==> src/rtl/instr_encoder.sv <==
// instr_encoder: packs RV32I instruction requests (register/funct/immediate
// fields) into 32-bit words and buffers them in a small circular FIFO.
//
// Optional feature macro: INSTR_ENC_LI_EXPAND_EN
//   defined   - kind 4 (LI pseudo) expands to ADDI, LUI, or LUI+ADDI
//   undefined - kind 4 is treated as an illegal request
//
// Ports:
//   clk, rst            clock (rising edge), async active-high reset
//   req_valid_i/ready_o request handshake
//   req_kind_i          0 RR, 1 I_OP, 2 LOAD, 3 STORE, 4 LI, 5-7 illegal
//   req_funct3_i/7_i    funct fields
//   req_rd/rs1/rs2_i    register indices
//   req_imm_i           signed 32-bit immediate
//   instruction_o       FIFO head word, NOP (0x00000013) when empty
//   instr_valid_o       FIFO non-empty
//   instr_ready_i       consumer accepts head
//   err_o               pulse: previous accepted request was illegal
//   count_o             FIFO occupancy
module instr_encoder #(
  parameter int unsigned DEPTH = 2
) (
  input  logic                       clk,
  input  logic                       rst,
  input  logic                       req_valid_i,
  output logic                       req_ready_o,
  input  logic [2:0]                 req_kind_i,
  input  logic [2:0]                 req_funct3_i,
  input  logic [6:0]                 req_funct7_i,
  input  logic [4:0]                 req_rd_i,
  input  logic [4:0]                 req_rs1_i,
  input  logic [4:0]                 req_rs2_i,
  input  logic [31:0]                req_imm_i,
  output logic [31:0]                instruction_o,
  output logic                       instr_valid_o,
  input  logic                       instr_ready_i,
  output logic                       err_o,
  output logic [$clog2(DEPTH):0]     count_o
);

  localparam int unsigned PW = (DEPTH > 1) ? $clog2(DEPTH) : 1;
  localparam int unsigned CW = $clog2(DEPTH) + 1;

  localparam logic [31:0] NOP_WORD = 32'h0000_0013;
  localparam logic [6:0]  OP_RR    = 7'b0110011;
  localparam logic [6:0]  OP_IMM   = 7'b0010011;
  localparam logic [6:0]  OP_LOAD  = 7'b0000011;
  localparam logic [6:0]  OP_STORE = 7'b0100011;

  logic [31:0]   mem [DEPTH];
  logic [PW-1:0] wr_ptr;
  logic [PW-1:0] rd_ptr;
  logic [CW-1:0] count;
  logic          full;
  logic          accept;
  logic          push;
  logic          pop;
  logic [31:0]   push_word;
  logic          err_next;
  logic          err_q;
  logic          imm_ok;

  // Immediate must be the sign-extension of its low 12 bits
  assign imm_ok = (req_imm_i == {{20{req_imm_i[11]}}, req_imm_i[11:0]});
  assign full   = (count == CW'(DEPTH));
  assign pop    = (count != '0) && instr_ready_i;

`ifdef INSTR_ENC_LI_EXPAND_EN
  localparam logic [6:0] OP_LUI = 7'b0110111;

  typedef enum logic {IDLE, LI_LO} state_t;

  state_t      state;
  state_t      state_next;
  logic [4:0]  li_rd;
  logic [4:0]  li_rd_next;
  logic [11:0] li_lo;
  logic [11:0] li_lo_next;
  logic [19:0] li_hi;

  // (imm + 0x800) >> 12: the carry out of the low 12 bits is simply imm[11]
  assign li_hi = req_imm_i[31:12] + 20'(req_imm_i[11]);

  // State register plus latched rd/lo for the pending ADDI
  always_ff @(posedge clk or posedge rst) begin
    if (rst) begin
      state <= IDLE;
      li_rd <= '0;
      li_lo <= '0;
    end else begin
      state <= state_next;
      li_rd <= li_rd_next;
      li_lo <= li_lo_next;
    end
  end
`endif

  // Next-state, request acceptance and word encoding
  always_comb begin
    push      = 1'b0;
    push_word = NOP_WORD;
    err_next  = 1'b0;
`ifdef INSTR_ENC_LI_EXPAND_EN
    state_next  = state;
    li_rd_next  = li_rd;
    li_lo_next  = li_lo;
    req_ready_o = (state == IDLE) && !full;
    if (state == LI_LO && !full) begin
      push       = 1'b1;
      push_word  = {li_lo, li_rd, 3'b000, li_rd, OP_IMM};
      state_next = IDLE;
    end
`else
    req_ready_o = !full;
`endif
    accept = req_valid_i && req_ready_o;
    if (accept) begin
      case (req_kind_i)
        3'd0: begin
          push      = 1'b1;
          push_word = {req_funct7_i, req_rs2_i, req_rs1_i, req_funct3_i, req_rd_i, OP_RR};
        end
        3'd1, 3'd2: begin
          if (imm_ok) begin
            push      = 1'b1;
            push_word = {req_imm_i[11:0], req_rs1_i, req_funct3_i, req_rd_i,
                         (req_kind_i == 3'd1) ? OP_IMM : OP_LOAD};
          end else begin
            err_next = 1'b1;
          end
        end
        3'd3: begin
          if (imm_ok) begin
            push      = 1'b1;
            push_word = {req_imm_i[11:5], req_rs2_i, req_rs1_i, req_funct3_i,
                         req_imm_i[4:0], OP_STORE};
          end else begin
            err_next = 1'b1;
          end
        end
`ifdef INSTR_ENC_LI_EXPAND_EN
        3'd4: begin
          push = 1'b1;
          if (imm_ok) begin
            push_word = {req_imm_i[11:0], 5'd0, 3'b000, req_rd_i, OP_IMM};
          end else begin
            push_word = {li_hi, req_rd_i, OP_LUI};
            // ADDI is skipped when the low part is zero
            if (req_imm_i[11:0] != 12'd0) begin
              state_next = LI_LO;
              li_rd_next = req_rd_i;
              li_lo_next = req_imm_i[11:0];
            end
          end
        end
`endif
        default: err_next = 1'b1;
      endcase
    end
  end

  // FIFO storage (contents only read while count != 0)
  always_ff @(posedge clk) begin
    if (push) begin
      mem[wr_ptr] <= push_word;
    end
  end

  // FIFO pointers, occupancy and error pulse
  always_ff @(posedge clk or posedge rst) begin
    if (rst) begin
      wr_ptr <= '0;
      rd_ptr <= '0;
      count  <= '0;
      err_q  <= 1'b0;
    end else begin
      if (push) begin
        wr_ptr <= wr_ptr + PW'(1);
      end
      if (pop) begin
        rd_ptr <= rd_ptr + PW'(1);
      end
      count <= count + CW'(push) - CW'(pop);
      err_q <= err_next;
    end
  end

  assign instr_valid_o = (count != '0);
  assign instruction_o = (count != '0) ? mem[rd_ptr] : NOP_WORD;
  assign err_o         = err_q;
  assign count_o       = count;

endmodule
==> config.mk <==
export PLATFORM = sky130hd
export DESIGN_NAME = instr_encoder
export DESIGN_NICKNAME = d
export VERILOG_FILES = /design/src/rtl/instr_encoder.sv
export SDC_FILE = /design/constraint.sdc
export NUM_CORES = 1
export LEC_CHECK = 0
export ABC_AREA = 1
export BUFFER_PORTS_ARGS = -buffer_cell sky130_fd_sc_hd__buf_2
export CAP_MARGIN = 20
export CELL_PAD_IN_SITES_DETAIL_PLACEMENT = 0
export CELL_PAD_IN_SITES_GLOBAL_PLACEMENT = 1
export CORE_ASPECT_RATIO = 0.6
export CORE_MARGIN = 1.5
export CORE_UTILIZATION = 37
export DETAILED_ROUTE_END_ITERATION = 10
export PLACE_DENSITY_LB_ADDON = 0.1
export SLEW_MARGIN = 5
export SYNTH_ARGS = -nofsm -noshare
export SYNTH_HDL_FRONTEND = slang
export SYNTH_SLANG_ARGS = --single-unit
==> constraint.sdc <==
create_clock -name clk -period 2.9 [get_ports clk]
set_clock_uncertainty 0.15 [all_clocks]
set_input_delay 0.29 -clock clk [delete_from_list [all_inputs] [get_ports clk]]
set_output_delay 0.29 -clock clk [all_outputs]
set_load 0.02 [all_outputs]
### After elaboration in Yosys (flattened, before gate mapping)

Memories as Yosys holds them, arrays and structs flattened.
Cells that the tools add are included.
W data, S select, Z words.

* multiplexer cells: 14
* div/mod/pow operators: 0
* $mul: 0
* shift operators: 0
* $add $sub $neg: 4
* order comparisons: 0
* equality and inequality tests: 5
* reductions and logical operators: 7
* bitwise logic cells: 0

Operator list (count)
* $mux W32: 4
* $pmux W32 S3: 1
* $eq A20 B20 Y1: 1
* $eq A3 B2 Y1 const B: 2
* $mux W1: 6
* $mux W5: 1
* $pmux W1 S2: 2
* $eq A3 B1 Y1 const B: 1
* $logic_not A3 Y1: 1
* $reduce_or A3 Y1: 1
* $add A1 B1 Y1 const B: 2
* $add A2 B1 Y2: 1
* $eq A2 B2 Y1 const B: 1
* $logic_and A1 B1 Y1: 2
* $reduce_bool A2 Y1: 1
* $reduce_or A2 Y1: 1
* $sub A2 B1 Y2: 1
* $logic_not A1 Y1: 1

* flip-flop bits (word level): 5
* RAM bits: 64
* input port bits: 64
* memories kept: 1
* output and inout bits: 37
* memory bits (read-only): 0
* word-level logic and storage cells: 35
* bits in latches: 0

Memories
* mem: depth 2, width 32, read ports 1, clocked after memory_dff 0, write ports 1, RTL line 50 `logic [31:0] mem [DEPTH];`

### Logic depth before layout (Yosys ltp)

* depth in word-level cells: 6
* gate-level depth with buffers: 14
* depth with buffers taken out: 14

### Least setup slack after synthesis

Ideal clock, no wire load.

* kind: in2reg
* start point: input req_imm_i[12]
* end point: memory mem[1][10], enable pin
* slack: 0.003 ns
* buffers on the path: 0
* data arrival time: 2.336 ns
* stages on the path: 10
* path through: or2_1 nor2_1 nand2_1 nand2_1 inv_2 nor2_8 nand2_2 nand2_2 nand2_2 nor2_1

* word-level cells in the longest chain between the ends: 6

Ends and longest elaborated chain
* start: declaration: RTL line 33 `input logic [31:0] req_imm_i,`
* $eq A20 B20 Y1: RTL line 64 `assign imm_ok = (req_imm_i == {{20{req_imm_i[11]}}, req_imm_i[11:0]});`
* $mux W1: RTL line 124, 133
* $pmux W1 S2: RTL line 118 `case (req_kind_i)`
* $mux W1: RTL line 117 `if (accept) begin`
* $mux W1: RTL line 164 `if (push) begin`
* $mux W1 (implied by the code): RTL line 165 `mem[wr_ptr] <= push_word;`
* end: declaration: RTL line 50

No other way between the ends.

### Worst setup path after layout

* start point: register rd_ptr
* end point: output instruction_o[9]

* word-level cells in the longest chain between the ends: 2

Ends and longest elaborated chain
* start: declaration: RTL line 52 `logic [PW-1:0] rd_ptr;`
* start signal: assignment: RTL line 181 `rd_ptr <= rd_ptr + PW'(1);`
* $mem_v2 Z2 W32
* $mux W32: RTL line 189 `assign instruction_o = (count != '0) ? mem[rd_ptr] : NOP_WORD;`
* end: declaration: RTL line 34 `output logic [31:0] instruction_o,`

No other way between the ends.

==> summary.md <==
| Metric | Value |
|---|---|
| Status | `completed` |
| Starting Density | `slightly below 40%` |
| Most frequent cell after synthesis | `nand2_1` |
| I/O pin total | `~100` |
| Critical Path Source Type | `flop` |
| Peak VDD IR | `between 200 and 300 uV` |
| Hold depth | `3` |
| Finish-stage setup viols | `0` |
| Htree depth | `3` |
| Top cell type's share of synthesized area | `55.6%` |
| Flop pwr share | `32.6%` |
| Fin. max-slew vios | `0` |
| Primary FF master, synth | `edfxtp_1` |
| Switching portion of total power | `38.6%` |
| Compound-Gate Fraction of Synth Area | `about 8.3%` |
| Max incr delay on CP | `670 ps` |
| Reg2reg path depth | `5` |
| Type of the worst setup path | `flop to primary output` |
| Per-cell routed wire length | `between 10 and 15 um` |
| Reg2Reg Launch Point | `count_o[1]` |
| Mux share of post-synthesis cell area | `0%` |
| Final WS setup | `563 ps` |
| Postcts setup bufs | `0` |
| Synth cell count leaders | `nand2_1, edfxtp_1, a21oi_1, nor2_1, nand3_1` |
| Power Density | `around 820 nW/um^2` |
| Drt first pass iters | `4` |
| First-pass GRT wire length | `between 10 and 15 mm` |
| CP Cell Sequence | `clkinv_1 -> nand2_1 -> a21oi_1 -> buf_2` |
| CTS buffer count | `9` |
| Cts repair resizes | `0` |
| N_diodes | `0` |
| Routability cong. | `~0.81` |
| R2r setup slk | `roughly 710 ps` |
| Detail Route Antenna Nets | `0` |
| Netlist Area Pre-Place | `just under 3000 um^2` |
| Worst Path Arrival | `between 1500 and 2000 ps` |
| Fin. Hold Viols | `0` |
| WHS Endpoint | `mem[0][16]` |
| Hold_sp | `req_rs1_i[1]` |
| Total negative setup slack | `0 ps` |
| Post-synth cell types | `27` |
| Slowest stage cell, crit path | `clkinv_1` |
| Pin slew with the least headroom to its limit | `roughly 850 ps` |
| Chip height | `71.7 um` |
| Int Pwr | `1.90 mW` |
| Syn avg cell area | `between 9 and 10 um^2` |
| Synth Area in Adders | `less than 1%` |
| CP max FO | `27` |
| Type of the most critical hold path | `input pin to flop` |
| Die Width | `118 um` |
| DRC Markers | `0` |
| Xor/xnor cell area share of the yosys netlist | `less than 1%` |
| Port bufs | `95` |
| Total Routing Usage GR | `around a fifth` |
| CTS tree | `built` |
| Grt total ovfl | `0` |
| P&R area growth vs syn | `29.8%` |
| F_max | `~0.43 GHz` |
| Max clock buf depth | `2` |
| Critical path capture point type | `primary output` |
| FP Rows | `24` |
| R2r endpoint | `mem[1][31]` |
| Hold_ws | `around 170 ps` |
| Minimum clock period | `~2300 ps` |
| CTS Hold Buffers Added | `1` |
| Yosys Warn Count | `0` |
| Leakage | `~1.6 nW` |
| Initial antenna violation count | `0` |
| Cell at the root of the clock tree | `clkbuf_16` |
| Simple-gate share of the synthesized area | `24.6%` |
| CP top delay family | `buffers and inverters` |
| Reg clk slew, reported paths | `approximately 60 ps` |
| Fin crit share | `about four fifths` |
| Synth area leader | `edfxtp_1` |
| Unrepaired setup endpoints after global routing | `false` |
| CP Buf/Inv Count | `2` |
| Vias in the first global route | `between 2000 and 2500` |
| Combinational fraction of design power | `between 30% and 40%` |
| Clock Power Share | `between 30% and 40%` |
| Largest net degree at the start of global routing | `29` |
| Max_slew headroom | `between 40% and 50%` |
| Clk sink count | `roughly 60` |
| DR iter-0 viols | `around 170` |
| Final nets | `between 400 and 500` |
| Core ar. | `around 7400 um^2` |
| Routed WL | `around 7.5 mm` |
| Die area | `8430 um^2` |
| Pre-CTS WS | `473 ps` |
| Layout cells sized above 1 | `a little under a third` |
| Crit path required time | `approximately 2500 ps` |
| Via/cell ratio | `roughly 4.8` |
| Post-synth EDFFs | `54` |
| Post-synthesis cell count | `between 300 and 400` |
| Sw power | `roughly 1.2 mW` |
| MaxCap Viol Count | `0` |
| Main combinational cell family by area after synthesis | `simple AND/OR/NAND/NOR gates` |
| Synth Register Bits | `between 50 and 60` |
| Layout fillers | `around 760` |
| Sequential share of the synthesized area | `59.9%` |
| Clk Latency, worst-skew pair | `approximately 310 ps` |
| Synth area leaders | `edfxtp_1, nand2_1, a21oi_1, dfrtp_1, nor2_1` |
| Vias | `2470` |
| DP HPWL | `5.45 mm` |
| Asr flop ratio synth | `under 10%` |
cell usage in the layout (no fill, tap or decap), types with 3 or more instances in the layout:
cell / synthesis / final
inv_1: 14 / 14
buf_4: 5 / 4
nor2_1: 25 / 23
clkinv_1: 2 / 3
nand4_1: 9 / 9
dfrtp_1: 5 / 5
clkbuf_16: 0 / 9
nand3b_1: 3 / 3
a21oi_1: 45 / 45
nand2_1: 98 / 98
nand2_2: 4 / 4
buf_2: 0 / 95
nand3_1: 16 / 16
edfxtp_1: 54 / 54
nor2_2: 1 / 3
conb_1: 2 / 5
final cells by class:
type	count	area [um^2]	share of cell area, %
Timing Repair Buffer	101	536	14.2
Clock buffer	10	229	6.05
Sequential cell	59	1750	46.2
Clock inverter	6	41.3	1.09
Tap cell	104	130	3.44
Inverter	18	67.6	1.79
Multi-Input combinational cell	219	1030	27.3
kinds of logic (layout without fill, tap and decap cells):
| logic type | count (synthesis) | after routing |
|---|---|---|
| DFF | 59 | 59 |
| other | 2 | 5 |
| xor gates and xnor gates | 3 | 3 |
| adders and majority gates | 2 | 2 |
| and+or+nand+nor | 163 | 163 |
| buffers and inverters | 32 | 135 |
| AOI/OAI and AO/OA | 46 | 46 |
metrics by stage:
stage	cells	util (%)	area (um^2)	power, mW
after floorplan	310	-	2930	1.76
after global placement	500	47.0	3500	2.17
after detailed placement	500	47.0	3500	2.18
after CTS	517	50.8	3780	3.13
after global routing	517	50.8	3780	3.26
final	517	50.8	3780	3.09
flip-flops by register name, summed over array words and instances (netlist names):
name,count
wr_ptr,1
rd_ptr,1
count_o,2
err_o,1
mem,54
routing by layer:
metal  vias to the layer above  global-route usage [%]  routed length (um)
met5                         -                       0                   0
met3                         8                    5.33                 594
met2                       106                    28.6                3120
li1                       1237                       -                   -
met1                      1119                    27.5                3740
met4                         0                    5.15                  55
worst reg2reg max path, cell delays in order, from the launching register on:
cell	delay, ps
dfrtp_1	420
nand2_1	100
nand2_1	150
nor2_4	300
clkinv_1	510
a21oi_1	370
how the worst max path moves through the flow:
stage | cells past startpoint | endpoint | from
after floorplan | 10 | mem[1][10] | req_imm_i[12]
after global routing | 4 | instruction_o[27] | rd_ptr
after global placement | 12 | mem[1][19] | req_imm_i[11]
after CTS | 4 | instruction_o[9] | rd_ptr
after detailed placement | 12 | mem[1][11] | req_imm_i[11]
final | 4 | instruction_o[9] | rd_ptr
power by group through the flow:
stage | clock network, mW | registers (mW) | logic [mW]
finish | 0.945 | 1.01 | 1.14
global route | 0.998 | 1.02 | 1.25
CTS | 0.959 | 1.01 | 1.16
detailed placement | 0 | 1.03 | 1.15
global placement | 0 | 1.03 | 1.14
floorplan | 0 | 1.04 | 0.713
Note: power is estimated with default switching activity, not from simulation.
